**src/rtl/session_pkg.sv**
```systemverilog
// Shared types and constants for the play-session controller.
// Holds the FSM state encoding, player-table geometry and default score width.
package session_pkg;

  typedef enum logic [2:0] {
    IDLE        = 3'd0,
    ARMED       = 3'd1,
    PLAYING     = 3'd2,
    LOGOUT      = 3'd3,
    LOGOUT_WAIT = 3'd4
  } sessState_t;

  localparam int PLAYER_W    = 3;
  localparam int PLAYER_N    = 8;
  localparam int SCORE_W_DEF = 8;
  localparam int SEC_W       = 7;

endpackage

```
**src/rtl/session_ctrl_if.sv**
```systemverilog
// Bundle of authentication, user-button and game-core signals around session_ctrl.
// The slave modport is the controller's view; master is the environment's view.
interface session_ctrl_if
  import session_pkg::*;
#(
  parameter int SCORE_W = SCORE_W_DEF
);
  logic                LoggedIn;
  logic [PLAYER_W-1:0] PlayerID;
  logic                isGuest;
  logic                StartBtn;
  logic                LogoutBtn;
  logic                GameDone;
  logic [SCORE_W-1:0]  GameScore;
  logic                logout_to_auth;
  logic                GameStart;
  logic                SessionActive;
  logic [PLAYER_W-1:0] ActivePlayer;
  logic [SEC_W-1:0]    TimeLeft;
  logic [SCORE_W-1:0]  BestScore;
  logic                NewRecord;

  modport master (
    output LoggedIn, PlayerID, isGuest, StartBtn, LogoutBtn, GameDone, GameScore,
    input  logout_to_auth, GameStart, SessionActive, ActivePlayer, TimeLeft,
           BestScore, NewRecord
  );

  modport slave (
    input  LoggedIn, PlayerID, isGuest, StartBtn, LogoutBtn, GameDone, GameScore,
    output logout_to_auth, GameStart, SessionActive, ActivePlayer, TimeLeft,
           BestScore, NewRecord
  );
endinterface

```
**src/rtl/second_tick.sv**
```systemverilog
// Prescaler producing a one-cycle strobe every TICKS cycles while run is high.
// clear restarts the count so the first strobe lands TICKS cycles later.
module second_tick #(
  parameter int TICKS = 50000000
) (
  input  logic clk,
  input  logic rst,
  input  logic clear,
  input  logic run,
  output logic tick
);
  localparam int CW = (TICKS > 1) ? $clog2(TICKS) : 1;
  localparam logic [CW-1:0] LAST = CW'(TICKS - 1);

  logic [CW-1:0] count;

  always_ff @(posedge clk or negedge rst) begin
    if (!rst) begin
      count <= '0;
    end else if (clear) begin
      count <= '0;
    end else if (run) begin
      count <= (count == LAST) ? '0 : count + CW'(1);
    end
  end

  assign tick = run && (count == LAST);

endmodule

```
**src/rtl/session_ctrl.sv**
```systemverilog
// One play session per login: session/idle timers, game handshakes,
// per-player best-score table and the logout pulse back to authentication.
module session_ctrl
  import session_pkg::*;
#(
  parameter int TICKS_PER_SEC = 50000000,
  parameter int SESSION_SEC   = 60,
  parameter int GUEST_SEC     = 30,
  parameter int IDLE_SEC      = 15,
  parameter int SCORE_W       = SCORE_W_DEF
) (
  input  logic          clk,
  input  logic          rst,
  session_ctrl_if.slave bus
);
  localparam logic [SEC_W-1:0] SESSION_LD = SEC_W'(SESSION_SEC);
  localparam logic [SEC_W-1:0] GUEST_LD   = SEC_W'(GUEST_SEC);
  localparam logic [SEC_W-1:0] IDLE_LD    = SEC_W'(IDLE_SEC);

  sessState_t          state;
  logic [PLAYER_W-1:0] activePlayer;
  logic                guestReg;
  logic [SEC_W-1:0]    timeLeft;
  logic [SEC_W-1:0]    idleCnt;
  logic [SCORE_W-1:0]  bestScore;
  logic                gameStart;
  logic                logoutPulse;
  logic                sessionActive;
  logic                newRecord;

  logic [SCORE_W-1:0]  scoreRow [PLAYER_N];
  logic                tick;
  logic                inSession;
  logic                loadSession;
  logic                logoutCause;
  logic                scoreWrite;

  always_comb begin
    inSession   = (state == ARMED) || (state == PLAYING);
    loadSession = (state == IDLE) && bus.LoggedIn;
    logoutCause = bus.LogoutBtn
               || (tick && (timeLeft == SEC_W'(1)))
               || (tick && (state == ARMED) && (idleCnt == SEC_W'(1)));
    // A finishing round is still scored when a logout cause lands on the same edge.
    scoreWrite  = (state == PLAYING) && bus.LoggedIn && bus.GameDone && !guestReg
               && (bus.GameScore > scoreRow[activePlayer]);
  end

  second_tick #(
    .TICKS (TICKS_PER_SEC)
  ) u_second_tick (
    .clk   (clk),
    .rst   (rst),
    .clear (loadSession),
    .run   (inSession),
    .tick  (tick)
  );

  genvar gi;
  generate
    for (gi = 0; gi < PLAYER_N; gi++) begin : g_entry
      logic [SCORE_W-1:0] entry;
      always_ff @(posedge clk or negedge rst) begin
        if (!rst) begin
          entry <= '0;
        end else if (scoreWrite && (activePlayer == PLAYER_W'(gi))) begin
          entry <= bus.GameScore;
        end
      end
      assign scoreRow[gi] = entry;
    end
  endgenerate

  always_ff @(posedge clk or negedge rst) begin
    if (!rst) begin
      state         <= IDLE;
      activePlayer  <= '0;
      guestReg      <= 1'b0;
      timeLeft      <= '0;
      idleCnt       <= '0;
      bestScore     <= '0;
      gameStart     <= 1'b0;
      logoutPulse   <= 1'b0;
      sessionActive <= 1'b0;
      newRecord     <= 1'b0;
    end else begin
      gameStart   <= 1'b0;
      logoutPulse <= 1'b0;
      newRecord   <= scoreWrite;
      if (scoreWrite) bestScore <= bus.GameScore;

      case (state)
        IDLE: begin
          if (bus.LoggedIn) begin
            state         <= ARMED;
            activePlayer  <= bus.PlayerID;
            guestReg      <= bus.isGuest;
            timeLeft      <= bus.isGuest ? GUEST_LD : SESSION_LD;
            idleCnt       <= IDLE_LD;
            sessionActive <= 1'b1;
            bestScore     <= bus.isGuest ? '0 : scoreRow[bus.PlayerID];
          end
        end
        ARMED, PLAYING: begin
          if (!bus.LoggedIn) begin
            state         <= IDLE;
            sessionActive <= 1'b0;
          end else begin
            if (tick && (timeLeft != '0)) timeLeft <= timeLeft - SEC_W'(1);
            if ((state == ARMED) && tick && (idleCnt != '0)) idleCnt <= idleCnt - SEC_W'(1);
            if (logoutCause) begin
              state         <= LOGOUT;
              logoutPulse   <= 1'b1;
              sessionActive <= 1'b0;
            end else if ((state == ARMED) && bus.StartBtn) begin
              state     <= PLAYING;
              gameStart <= 1'b1;
            end else if ((state == PLAYING) && bus.GameDone) begin
              state   <= ARMED;
              idleCnt <= IDLE_LD;
            end
          end
        end
        LOGOUT: state <= LOGOUT_WAIT;
        LOGOUT_WAIT: begin
          if (!bus.LoggedIn) state <= IDLE;
        end
        default: state <= IDLE;
      endcase
    end
  end

  assign bus.logout_to_auth = logoutPulse;
  assign bus.GameStart      = gameStart;
  assign bus.SessionActive  = sessionActive;
  assign bus.ActivePlayer   = activePlayer;
  assign bus.TimeLeft       = timeLeft;
  assign bus.BestScore      = bestScore;
  assign bus.NewRecord      = newRecord;

endmodule

```
**src/flat_wrapper.sv**
```systemverilog
// flat-port wrapper written by rule: the top's interface ports become plain ports
module session_ctrl_flat import session_pkg::*;
#(
  parameter int TICKS_PER_SEC = 50000000,
  parameter int SESSION_SEC   = 60,
  parameter int GUEST_SEC     = 30,
  parameter int IDLE_SEC      = 15,
  parameter int SCORE_W       = SCORE_W_DEF
)
  (clk, rst, bus_LoggedIn, bus_PlayerID, bus_isGuest, bus_StartBtn, bus_LogoutBtn, bus_GameDone, bus_GameScore, bus_logout_to_auth, bus_GameStart, bus_SessionActive, bus_ActivePlayer, bus_TimeLeft, bus_BestScore, bus_NewRecord);
  session_ctrl_if #(.SCORE_W(SCORE_W)) bus_i ();
  input  logic clk;
  input  logic rst;
  input wire logic [$bits(bus_i.LoggedIn)-1:0] bus_LoggedIn;
  input wire logic [$bits(bus_i.PlayerID)-1:0] bus_PlayerID;
  input wire logic [$bits(bus_i.isGuest)-1:0] bus_isGuest;
  input wire logic [$bits(bus_i.StartBtn)-1:0] bus_StartBtn;
  input wire logic [$bits(bus_i.LogoutBtn)-1:0] bus_LogoutBtn;
  input wire logic [$bits(bus_i.GameDone)-1:0] bus_GameDone;
  input wire logic [$bits(bus_i.GameScore)-1:0] bus_GameScore;
  output wire logic [$bits(bus_i.logout_to_auth)-1:0] bus_logout_to_auth;
  output wire logic [$bits(bus_i.GameStart)-1:0] bus_GameStart;
  output wire logic [$bits(bus_i.SessionActive)-1:0] bus_SessionActive;
  output wire logic [$bits(bus_i.ActivePlayer)-1:0] bus_ActivePlayer;
  output wire logic [$bits(bus_i.TimeLeft)-1:0] bus_TimeLeft;
  output wire logic [$bits(bus_i.BestScore)-1:0] bus_BestScore;
  output wire logic [$bits(bus_i.NewRecord)-1:0] bus_NewRecord;
  assign bus_i.LoggedIn = bus_LoggedIn;
  assign bus_i.PlayerID = bus_PlayerID;
  assign bus_i.isGuest = bus_isGuest;
  assign bus_i.StartBtn = bus_StartBtn;
  assign bus_i.LogoutBtn = bus_LogoutBtn;
  assign bus_i.GameDone = bus_GameDone;
  assign bus_i.GameScore = bus_GameScore;
  assign bus_logout_to_auth = bus_i.logout_to_auth;
  assign bus_GameStart = bus_i.GameStart;
  assign bus_SessionActive = bus_i.SessionActive;
  assign bus_ActivePlayer = bus_i.ActivePlayer;
  assign bus_TimeLeft = bus_i.TimeLeft;
  assign bus_BestScore = bus_i.BestScore;
  assign bus_NewRecord = bus_i.NewRecord;
  session_ctrl #(.TICKS_PER_SEC(TICKS_PER_SEC), .SESSION_SEC(SESSION_SEC), .GUEST_SEC(GUEST_SEC), .IDLE_SEC(IDLE_SEC), .SCORE_W(SCORE_W)) u_core (.clk(clk), .rst(rst), .bus(bus_i));
endmodule
```
**config.mk**
```make
export PLATFORM = sky130hd
export DESIGN_NAME = session_ctrl_flat
export DESIGN_NICKNAME = d
export VERILOG_FILES = /design/src/rtl/session_pkg.sv /design/src/rtl/session_ctrl_if.sv /design/src/rtl/second_tick.sv /design/src/rtl/session_ctrl.sv /design/src/flat_wrapper.sv
export SDC_FILE = /design/constraint.sdc
export NUM_CORES = 1
export LEC_CHECK = 0
export BUFFER_PORTS_ARGS = -buffer_cell sky130_fd_sc_hd__buf_2
export CAP_MARGIN = 20
export CORE_ASPECT_RATIO = 0.9
export CORE_UTILIZATION = 37
export CTS_BUF_LIST = sky130_fd_sc_hd__clkbuf_8
export DETAILED_ROUTE_END_ITERATION = 12
export PLACE_DENSITY = 0.6
export SLEW_MARGIN = 20
export SYNTH_ARGS = -nofsm -noshare
export SYNTH_HDL_FRONTEND = slang
export SYNTH_SLANG_ARGS = --single-unit
export TNS_END_PERCENT = 1
```
**constraint.sdc**
```tcl
create_clock -name clk -period 3.6 [get_ports clk]
set_input_delay 0.54 -clock clk [delete_from_list [all_inputs] [get_ports clk]]
set_output_delay 0.54 -clock clk [all_outputs]
set_load 0.005 [all_outputs]
```
**Yosys cells after proc, flatten, opt, wreduce, memory -nomap -nowiden**

Index checks and enable logic that the tools add are counted.

- Add/subtract/negate cells: 3
- Magnitude comparators: 3
- Equality and inequality tests: 20
- Multiplexer cells: 43
- Bitwise logic cells: 2
- Reduce and logical (&&, ||, !) cells: 37

Operators with widths:

| cell | count |
|---|---|
| $mux 26 | 3 |
| $mux 8 | 8 |
| $mux 7 | 9 |
| $bmux 8 s3 | 2 |
| $pmux 7 s2 | 2 |
| $add 26x1->26 const B | 1 |
| $eq 26x26->1 const B | 1 |
| $logic_and 1x1->1 | 21 |
| $mux 3 | 6 |
| $eq 3x3->1 const B | 5 |
| $eq 7x1->1 const B | 2 |
| $reduce_bool 7->1 | 2 |
| $sub 7x1->7 const B | 2 |
| $eq 3x2->1 const B | 4 |
| $pmux 3 s4 | 1 |
| $mux 1 | 10 |
| $reduce_and 3->1 | 3 |
| $ge 4x4->1 const B | 2 |
| $gt 8x8->1 | 1 |
| $not 3->4 | 2 |
| $eq 3x1->1 const B | 2 |
| $logic_not 3->1 | 2 |
| $mux 6 | 1 |
| $ne 2x2->1 const B | 3 |
| other kinds (10) | 13 |

- Bits in registers: 123
- Input bits: 18
- Output and inout port bits: 22
- Word-level logic and storage cells: 127

**Depth between registers and ports, before layout**

Gate-level depths: netlist (run 1).

- Word-level depth: 11
- Mapped depth: 13
- Mapped depth without buffers: 10

**By module**

Synthesis (run 1) repeated with hierarchy kept, for this count alone.

- Cell total of the unflattened synthesis: 587
- Area total of the unflattened synthesis: 6930.4 um^2

By module, submodules not included:

| module | times used | cells each | area an instance (um^2) | sequential area each (um^2) |
|---|---|---|---|---|
| session_ctrl | 1 | 414 | 5378.9 | 2427.3 |
| second_tick | 1 | 173 | 1551.5 | 650.6 |

**Least setup slack after synthesis (run 1)**

No wires, ideal clock.

- Path type: register -> register
- Start point: register u_core.activePlayer[0], in the netlist u_core.bus.ActivePlayer[0]
- End point: register u_core.g_entry[3].entry[0]
- Library setup time: 0.125 ns
- Arrival time: 3.413 ns
- Required time: 3.475 ns
- Slack: 0.063 ns
- Cell stages (with the launch flop): 14
- Buffers on the path: 3
- Period minus slack after synthesis: 3.537 ns
- Cells stage by stage: dfrtp_1 > clkbuf_1 > buf_1 > mux4_2 > mux2i_1 > ha_1 > nand3_1 > nor3_1 > nor4_1 > o21ai_0 > buf_2 > inv_2 > nand4b_2 > mux2_2

- Word-level cells in the longest chain between the ends: 7
- Elaborated cells between the ends (all ways): 8
- Those cells by class: order compare: 1; eq/ne: 1; mux: 3; bitwise: 1; reduce/logical: 2

RTL lines:

| what | line | text |
|---|---|---|
| from (decl) | session_ctrl.sv:21 | `logic [PLAYER_W-1:0] activePlayer;` |
| from (signal assigned) | session_ctrl.sv:96 | `activePlayer <= bus.PlayerID;` |
| $not 3->4 (not written as such) | session_ctrl.sv:46 | `&& (bus.GameScore > scoreRow[activePlayer]);` |
| $bmux 8 s3 | session_ctrl.sv:46 |  |
| $mux 8 (not written as such) (2 in series) | session_ctrl.sv:46 |  |
| $gt 8x8->1 | session_ctrl.sv:46 |  |
| $logic_and 1x1->1 | session_ctrl.sv:46 |  |
| named net u_core.scoreWrite | session_ctrl.sv:36 | `logic scoreWrite;` |
| $logic_and 1x1->1 | session_ctrl.sv:66 | `end else if (scoreWrite && (activePlayer == PLAYER_W'(gi))) begin` |
| to (signal assigned) | session_ctrl.sv:67 | `entry <= bus.GameScore;` |
| to (decl) | session_ctrl.sv:62 | `logic [SCORE_W-1:0] entry;` |

The timed path passes the listed nets, and every way through them passes these cells. The select of a mux whose other input is x is not followed.
A chain may end at the register's enable or synchronous reset.

**Worst setup path after layout (run 1)**

- Start point: register u_core.activePlayer[0], in the netlist u_core.bus.ActivePlayer[0]
- End point: register u_core.bestScore[1], in the netlist u_core.bus.BestScore[1]

- Word-level cells in the longest chain between the ends: 9

RTL lines:

| what | line | text |
|---|---|---|
| $not 3->4 (not written as such) * | session_ctrl.sv:46 |  |
| $bmux 8 s3 * | session_ctrl.sv:46 |  |
| $mux 8 (not written as such) * (2 in series) | session_ctrl.sv:46 |  |
| $gt 8x8->1 * | session_ctrl.sv:46 |  |
| $logic_and 1x1->1 * | session_ctrl.sv:46 |  |
| $mux 8 * | session_ctrl.sv:90 | `if (scoreWrite) bestScore <= bus.GameScore;` |
| $mux 8 | session_ctrl.sv:94 | `if (bus.LoggedIn) begin` |
| $mux 8 * | session_ctrl.sv:92 | `case (state)` |
| to (signal assigned) | session_ctrl.sv:90 |  |
| to (signal assigned) | session_ctrl.sv:101 | `bestScore <= bus.isGuest ? '0 : scoreRow[bus.PlayerID];` |
| to (decl) | session_ctrl.sv:25 | `logic [SCORE_W-1:0] bestScore;` |

Every way passes the cells marked *; elsewhere a longest branch is shown, timed or not. The select of a mux whose other input is x is not followed.

==> impl_results.md, run 1 <==
* Fillcell total at 1680
* R2r endpoint: u_core.bus.BestScore[1]
* Largest cells by area after synthesis: dfrtp_1 45%, mux2_2 11%, mux4_2 11%, nand2_1 2.6%, ha_1 2.6%
* Combinational power share at 25.2%
* Max-Cap Viols at 0
* Syn avg cell area at 11.82 µm²
* Yosys top cell area share at 45.20%
* Site row count at 46
* Die Ht at 130.7 µm
* Hpwl dp at 11.37 mm
* Register Area at 3078 µm²
* Vias in the first global route at 4841
* Top_reg_cell synth: dfrtp_1
* Post-synthesis mux area share at 23.85%
* Buf/Inv on CP at 2
* Reg clk slew, reported paths at 0.07 ns
* WL/cell at 18.49 µm
* Largest net degree at the start of global routing at 72
* Metal2 WL at 7.346 mm
* Cell taking the most area after synthesis: dfrtp_1
* Combinational family with the most area after synthesis: multiplexers
* CTS H-Tree Depth at 4
* Worst-path cell chain: buf_4, mux4_2, mux2i_1, ha_1, a21o_1, a21oi_1, a21oi_1, o21ai_1, buf_4, nand2_1, o221a_2
* R2r startpoint: u_core.bus.ActivePlayer[0]
* Post-synthesis simple-gate area fraction at 14.57%
* DRT Pass-1 Iters at 5
* HP Class: in2async
* First-pass GRT wire length at 26.28 mm
* Arrival time at the worst endpoint at 3.63 ns
* Root Driver: clkbuf_8
* Critical path type: reg2reg
* DRC violations left at 0
* Post-synthesis xor/xnor area fraction at 2.315%
* Max Clk Rate at 302.9 MHz
* Internal reg-to-reg setup slack at 0.30 ns
* Syn Inst Count at 576
* Met3 WL at 668 µm
* Highest metal used: met4
* Synth async-reset ratio at 100.0%
* Fin. Hold Viols at 0
* CTS Hold Buffers Added at 0
* Initial antenna violation count at 0
* Period utilization at 91.69%
* FF+latch count, synth at 123
* Worst-margin pin slew at 0.7353 ns
* GRT Overall Usage at 18.11%
* Compound-cell area share of the yosys netlist at 9.022%
* Final setup violation count at 0
* Final ANT Viol Nets at 0
* Psw at 1.222 mW
* Worst EP required at 3.93 ns
* Beginning of the critical path: u_core.bus.ActivePlayer[0]
* Bufs on Longest Clock Path at 2
* Synth cell types at 62
* Adder-Cell Fraction of Synth Area at 2.573%
* CTS Buf Count at 17
* Worst vdd ir at 221.6 µV
* Nets@finish at 652
* Hold slack at 0.1247 ns
* Slowest Stage Delay on Critical Path at 0.50 ns
* GP Congestion at 0.8530
* RSZ-0062 raised after global routing: false
* Vias/cell at 5.620
* Die width at 145.0 µm
* Clk_lat worst skew at 0.45 ns
* # diodes at 0
* Static leakage power at 3.513 nW
* CTS tree: built
* Skew final at 0.01388 ns
* Total gr overflow at 0
* Buffers on Ports at 39
* Number of DRC markers in iteration 0 at 287
* Die area at 18950 µm²
* Power Density at 503.0 nW/µm²
* Final min period at 3.301 ns
* Placed insts at 841
* Synthesis-to-finish area growth at 13.45%
* Worst setup SP type: register
* # clock sinks at 123
* Slowest-stage cell, CP: dfrtp_1
* Number of synthesized flops with an enable pin at 0
* Synth warn at 0
* CP Max Fanout at 9
* Core area at 17840 µm²
* Crit end category: register
* Via count at 4901
* Seq pwr share at 44.2%
* Cell family with most CP delay: compound AO/OA/AOI/OAI gates
* Layout cell share with drive strength beyond 1 at 33.70%
* Post-synthesis sequential area ratio at 45.20%
* Clock group share of total power at 30.6%
* Status: finished clean
* Multi-input logic area at 3572 µm²
* Routed Wire Length at 16.13 mm
* Worst r2r path cells at 11
* Finished Layout Cells at 872
* Slew margin rel. at 50.98%
* Boundary pin count at 40
* Initial Utilization at 38.16%
* Post-synthesis net count at 608
* Int Pwr at 2.664 mW
* Count of final max-slew check failures at 0
* Syn Std Cell Area at 6809 µm²
* M1 wire length at 7.747 mm
* Sw Ratio at 31.44%
* Power, Total at 3.886 mW
## cell usage in the layout, fill, tap and decap left out, types with 3 or more instances in the layout
cell type,n
a21o_1,4
a21oi_1,16
a31oi_1,4
and3_1,6
and4_1,4
buf_2,38
buf_4,17
clkbuf_8,20
clkinv_2,5
dfrtp_1,123
ha_1,14
inv_1,12
mux2_2,65
mux2i_1,16
mux4_2,32
nand2_1,48
nand2b_1,5
nand3_1,15
nand4_1,9
nand4_2,3
nand4b_2,3
nor2_1,38
nor2b_1,4
nor3_1,13
nor3b_1,3
nor4_1,4
nor4b_1,3
o21ai_0,30
o21ai_1,4
o221a_2,8
o2bb2ai_1,3
o31ai_1,5
or4_4,3
xnor2_1,4
xor2_1,14
## kinds of logic (layout without fill, tap and decap cells)
logic type | after synthesis | count (layout)
xor gates and xnor gates | 18 | 18
DFF | 123 | 123
adders and majority gates | 14 | 14
and+or+nand+nor | 176 | 176
muxes | 114 | 114
AOI/OAI and AO/OA | 89 | 89
buffers and inverters | 42 | 98
## synthesized netlist by cell type (4+ instances only)
master	instances
dfrtp_1	123
mux2_2	65
nand2_1	48
nor2_1	38
mux4_2	32
o21ai_0	31
a21oi_1	16
mux2i_1	16
buf_1	15
nand3_1	15
ha_1	14
nor3_1	14
xor2_1	14
clkbuf_1	9
inv_1	9
nand4_1	9
buf_2	8
o221a_2	8
and3_1	6
nand2b_1	5
o31ai_1	5
a21o_1	4
a31oi_1	4
and4_1	4
nor2b_1	4
nor4_1	4
xnor2_1	4
## layout make-up
cell class	count	area share [%]
timing repair buffer	57	4.632
inverter	10	0.4859
clock inverter	11	1.344
tap	240	3.887
sequential	123	39.84
multi-input combinational	411	46.24
clock buffer	20	3.563
## worst max-delay path by stage
stage | endpoint | slack [ns] | cells past startpoint
2_1_floorplan | u_core.g_entry[3].entry[0] | 0.06 | 13
3_3_place_gp | u_core.g_entry[2].entry[5] | 0.07 | 10
3_5_place_dp | u_core.g_entry[2].entry[4] | -0.003 | 10
4_1_cts | u_core.bus.BestScore[5] | 0.16 | 11
5_1_grt | u_core.bus.BestScore[3] | 0.04 | 11
6_report | u_core.bus.BestScore[1] | 0.30 | 11
## state kept, by name, summed over array words and instances, names as in the netlist
signal	count
u_core.g_entry.entry	64
u_core.u_second_tick.count	26
u_core.bus.BestScore	8
u_core.bus.TimeLeft	7
u_core.idleCnt	7
u_core.bus.ActivePlayer	3
u_core.state	3
u_core.bus.GameStart	1
u_core.bus.NewRecord	1
u_core.bus.SessionActive	1
u_core.bus.logout_to_auth	1
u_core.guestReg	1
## metrics by stage
stage | TNS [ns] | instance area (µm²) | worst slack [ns] | util (%)
floorplan | 0 | 6809 | 0.06261 | -
global placement | 0 | 7342 | 0.07283 | 41.15
detailed placement | -0.009188 | 7342 | -0.003042 | 41.15
CTS | 0 | 7725 | 0.1585 | 43.30
global route | 0 | 7725 | 0.04297 | 43.30
finish | 0 | 7725 | 0.2990 | 43.30
## power by group through the flow
stage | Combinational (mW) | Clock, mW | Sequential [mW]
finish | 0.979 | 1.19 | 1.72
global route | 1.08 | 1.27 | 1.75
CTS | 0.983 | 1.21 | 1.72
detailed placement | 0.978 | 0 | 1.74
global placement | 0.949 | 0 | 1.74
floorplan | 0.685 | 0 | 1.68
## per-layer routing
layer	global-route usage, %	up-vias
met5	0	-
met4	8.135	0
met3	3.646	24
met2	27.94	122
met1	24.82	2495
li1	-	2260
## repair_timing
item / 4_1_cts / 5_1_grt
endpoints found under the setup margin: 8 / 61
resized for setup: 1 / 1
setup buffers: 0 / 0
(Power assumes the default switching activity.)
==> inputs of run 2 (changes only) <==
Settings changed: PLACE_DENSITY 0.6 to 0.58, REMOVE_ABC_BUFFERS set to 1.
Clock period 3.6 ns to 3.8 ns, I/O delays scaled along.
==> impl_results.md, run 2 (same netlist as run 1, synthesis figures left out) <==
* Die Ht at 130.7 µm
* Clk_lat worst skew at 0.45 ns
* Slowest Stage Delay on Critical Path at 0.54 ns
* R2r endpoint: u_core.g_entry[5].entry[6]
* GRT Overall Usage at 18.58%
* Slew margin rel. at 46.50%
* Root Driver: clkbuf_8
* Finished Layout Cells at 863
* Layout cell share with drive strength beyond 1 at 32.91%
* Critical path type: reg2reg
* Internal reg-to-reg setup slack at 0.27 ns
* Die width at 145.0 µm
* Max Clk Rate at 283.3 MHz
* Placed insts at 833
* # diodes at 0
* Final setup violation count at 0
* Fin. Hold Viols at 0
* Most common cell after layout, fill and taps aside: dfrtp_1
* GR Util met3 at 5.208%
* Period utilization at 92.90%
* Buf/Inv on CP at 2
* Worst-margin pin slew at 0.7977 ns
* Final min period at 3.530 ns
* DRT Pass-1 Iters at 6
* Total gr overflow at 0
* Critical path depth in cells at 11
* Bufs on Longest Clock Path at 2
* CTS H-Tree Depth at 4
* Top reg by flops: u_core.g_entry.entry
* Buffers on Ports at 39
* Multi-input logic area at 3572 µm²
* Commonest cells after routing, fill and taps aside: 123 x dfrtp_1, 65 x mux2_2, 48 x nand2_1
* Number of flip-flops in the largest register at 64
* Count of final max-slew check failures at 0
* Number of DRC markers in iteration 0 at 401
* Vias/cell at 5.720
* Worst vdd ir at 237.1 µV
* Worst r2r path cells at 11
* Routed Wire Length at 16.72 mm
* Max-Cap Viols at 0
* Site row count at 46
* HP Class: in2async
* Dpl ws at 0.1645 ns
* Final ANT Viol Nets at 0
* First-pass GRT wire length at 26.85 mm
* GP Congestion at 0.8186
* Worst-path cell chain: buf_4, mux4_2, mux2i_1, ha_1, nand3_1, nor3_1, nor4_1, o21ai_0, inv_2, nand4_2, mux2_2
* Core area at 17840 µm²
* WL/cell at 19.37 µm
* DRC violations left at 0
* CTS Hold Buffers Added at 0
* Die area at 18950 µm²
* Crit end category: register
* Fillcell total at 1681
* CTS tree: built
* Power Density at 476.0 nW/µm²
* Initial antenna violation count at 0
* Top Usage Layer GRT: met2
* Slowest-stage cell, CP: mux4_2
* Boundary pin count at 40
* Worst EP required at 4.13 ns
* Met1 Resource Use GR at 25.55%
* Initial Utilization at 38.16%
* RSZ-0062 raised after global routing: false
* Met2 Usage GRT at 28.85%
* Status: finished clean
* Largest net degree at the start of global routing at 74
* CP Max Fanout at 19
* Arrival time at the worst endpoint at 3.86 ns
* Via count at 4936
* Register Area at 3078 µm²
* Vias in the first global route at 4868
* Reg clk slew, reported paths at 0.08 ns
* Cell family with most CP delay: multiplexers
* Skew final at 0.01344 ns
* Hpwl dp at 11.26 mm
* Static leakage power at 3.456 nW
* Nets@finish at 644
* Power, Total at 3.630 mW
* # clock sinks at 123
* Worst setup SP type: register
* CTS Buf Count at 17
* Synthesis-to-finish area growth at 12.00%
* Setup ws final at 0.2699 ns
* R2r startpoint: u_core.bus.ActivePlayer[0]
-- run 2: changes by cell type in the layout (fill, tap and decap cells not counted), sizes merged --
cell / before / now
inv: 13 / 12
bufinv: 2 / 1
clkinvlp: 1 / 2
buf: 57 / 49
-- run 2: metrics by stage --
step	setup TNS, ns	hold slack, ns	area [µm²]	util [%]
global placement	0	0.4679	7269	40.74
CTS	0	0.1751	7622	42.72
floorplan	-11.38	0.2744	6679	-
detailed placement	0	0.4709	7269	40.74
finish	0	0.1616	7626	42.74
global route	0	0.1902	7626	42.74
-- run 2: worst register-to-register path, cell delays in order, from the launching register on --
cell and delay (ns):
dfrtp_1 0.35, buf_4 0.31, mux4_2 0.55, mux2i_1 0.19, ha_1 0.28, nand3_1 0.12, nor3_1 0.07, nor4_1 0.27
o21ai_0 0.20, inv_2 0.22, nand4_2 0.43, mux2_2 0.43
-- run 2: power by group --
part	internal [mW]	switching (mW)	leakage [nW]
sequential	1.47	0.169	1.64
combinational	0.426	0.492	1.63
clock	0.550	0.524	0.188
total	2.45	1.18	3.46
-- run 2: how the worst max path moves through the flow --
stage,start,endpoint,slack (ns)
floorplan,u_core.bus.ActivePlayer[0],u_core.g_entry[1].entry[0],-0.20
global placement,u_core.bus.ActivePlayer[0],u_core.g_entry[2].entry[2],0.32
detailed placement,u_core.bus.ActivePlayer[0],u_core.g_entry[2].entry[4],0.16
CTS,u_core.bus.ActivePlayer[0],u_core.g_entry[2].entry[4],0.16
global route,u_core.bus.ActivePlayer[0],u_core.g_entry[1].entry[5],0.07
finish,u_core.bus.ActivePlayer[0],u_core.g_entry[5].entry[6],0.27
-- run 2: final cells by class --
type                            count  share of cell area (%)
Timing Repair Buffer               49                   3.741
Clock inverter                     10                   1.017
Sequential cell                   123                   40.36
Tap cell                          240                   3.938
Multi-Input combinational cell    411                   46.84
Inverter                           10                  0.4922
Clock buffer                       20                   3.610
-- run 2: repair_timing --
action	CTS	global route
setup endpoints to repair	0	5
buffers inserted	0	0
resized for setup	0	1
-- run 2: layer usage --
layer / wire (µm) / share of wire, %
met5: 0 / 0
met4: 146 / 0.87
met3: 982 / 5.9
met2: 7733 / 46
met1: 7853 / 47
==> inputs of run 3 (changes only) <==
Settings changed: BUFFER_PORTS_ARGS -buffer_cell sky130_fd_sc_hd__buf_2 to unset, DONT_BUFFER_PORTS set to 1, PLACE_DENSITY 0.58 to 0.56.
==> impl_results.md, run 3 (same netlist as run 1, synthesis figures left out) <==
* Status: finished clean
* Most common cell after layout, fill and taps aside: dfrtp_1
* Hpwl dp at 10.86 mm
* Worst-margin pin slew at 0.7031 ns
* Sw Ratio at 32.33%
* Bufs on Longest Clock Path at 2
* Beginning of the critical path: u_core.bus.ActivePlayer[0]
* Vias in the first global route at 4868
* Initial Utilization at 38.16%
* Period utilization at 93.00%
* Total gr overflow at 0
* Power, Total at 3.694 mW
* Skew final at 0.01769 ns
* Root Driver: clkbuf_8
* Critical path type: reg2reg
* Internal reg-to-reg setup slack at 0.27 ns
* CTS H-Tree Depth at 4
* Seq pwr share at 44.6%
* Vias/cell at 5.823
* Final min period at 3.534 ns
* Worst EP required at 4.13 ns
* Worst vdd ir at 196.2 µV
* Combinational power share at 22.3%
* Buffers on Ports at 0
* CTS tree: built
* Top reg by flops: u_core.g_entry.entry
* Final ANT Viol Nets at 0
* Synthesis-to-finish area growth at 10.09%
* Multi-input logic area at 3572 µm²
* Nets@finish at 604
* Power Density at 492.8 nW/µm²
* Fin. Hold Viols at 0
* Worst setup SP type: register
* Psw at 1.194 mW
* Count of final max-slew check failures at 0
* Arrival time at the worst endpoint at 3.86 ns
* # diodes at 0
* Setup tns final at 0 ns
* Initial antenna violation count at 0
* DRT Pass-1 Iters at 5
* Routed Wire Length at 16.88 mm
* Core area at 17840 µm²
* DRC violations left at 0
* Max Clk Rate at 283.0 MHz
* RSZ-0062 raised after global routing: false
* Clk_lat worst skew at 0.45 ns
* Layout cell share with drive strength beyond 1 at 28.72%
* Slew margin rel. at 52.85%
* Int Pwr at 2.500 mW
* CP Max Fanout at 24
* GRT Overall Usage at 19.04%
* Die width at 145.0 µm
* Setup Buffers After CTS at 0
* Boundary pin count at 40
* Die area at 18950 µm²
* Fillcell total at 1687
* Via count at 4804
* Static leakage power at 3.310 nW
* Clock group share of total power at 33.1%
* # clock sinks at 123
* Largest net degree at the start of global routing at 124
* Commonest cells after routing, fill and taps aside: 123 x dfrtp_1, 65 x mux2_2, 48 x nand2_1
* CTS Buf Count at 17
* Site row count at 46
* WL/cell at 20.46 µm
* HP Class: in2async
* R2r startpoint: u_core.bus.ActivePlayer[0]
* Number of DRC markers in iteration 0 at 345
* GP Congestion at 0.7956
* Register Area at 3078 µm²
* Die Ht at 130.7 µm
* Reg clk slew, reported paths at 0.08 ns
* First-pass GRT wire length at 27.43 mm
* Crit end category: register
* Number of flip-flops in the largest register at 64
* Final setup violation count at 0
* Max-Cap Viols at 0
[run 3: changes by cell type in the layout (fill, tap and decap cells not counted), sizes merged]
cell / delta
bufinv: +2
inv: +1
clkbuf: -3
clkinvlp: +2
buf: -40
[run 3: power by group through the flow]
stage | clock, mW | combinational, mW | sequential [mW]
final | 1.22 | 0.824 | 1.65
after global routing | 1.31 | 0.900 | 1.67
after global placement | 0 | 0.768 | 1.67
after detailed placement | 0 | 0.788 | 1.67
after floorplan | 0 | 0.515 | 1.68
after CTS | 1.25 | 0.825 | 1.64
[run 3: path summary, 6_finish.rpt]
check                      cells past startpoint                          to
max                                           11  u_core.g_entry[5].entry[0]
min                                            1           u_core.idleCnt[2]
max reg2reg                                   11  u_core.g_entry[5].entry[0]
min reg2reg                                    1           u_core.idleCnt[3]
max in group asynchronous                      1  u_core.g_entry[5].entry[3]
min in group clk                               2  u_core.bus.ActivePlayer[0]
[run 3: area by class of cell]
class	count	area share (%)
Tap cell	240	4.006
Timing Repair Buffer	9	1.335
Sequential cell	123	41.06
Clock buffer	17	3.121
Multi-Input combinational cell	411	47.65
Inverter	10	0.5008
Clock inverter	15	2.320
[run 3: critical path, cell delays in order (launching register included)]
cell and delay [ns]:
dfrtp_1 0.39, buf_12 0.23, mux4_2 0.55, mux2i_1 0.15, ha_1 0.27, nand3_1 0.16, nor3_1 0.08, nor4_1 0.30
o21ai_0 0.19, inv_2 0.20, nand4_2 0.45, mux2_2 0.43
[run 3: routing by layer]
layer / track usage (%) / part of all wire (%)
met1: 27.42 / 49
met2: 28.62 / 45
met4: 5.319 / 0.86
met3: 4.549 / 5.9
met5: 0 / 0
[run 3: stage by stage]
stage               area, µm²  setup WS, ns  hold WS [ns]  instances  utilization, %
floorplan                6679       -0.2031        0.2744        544               -
finish                   7496        0.2660       0.07339        825           42.01
global route             7496       0.05374        0.1286        825           42.01
CTS                      7492        0.1483       0.09631        825           41.99
detailed placement       7057        0.1474        0.2785        792           39.55
global placement         7057        0.3400        0.2782        792           39.55
[run 3: repair_timing]
| action | CTS | global route |
|---|---|---|
| resized for setup | 0 | 1 |
| endpoints found under the setup margin | 0 | 3 |
| endpoints found under the hold margin | 123 | 0 |
| hold buffers | 1 | 0 |
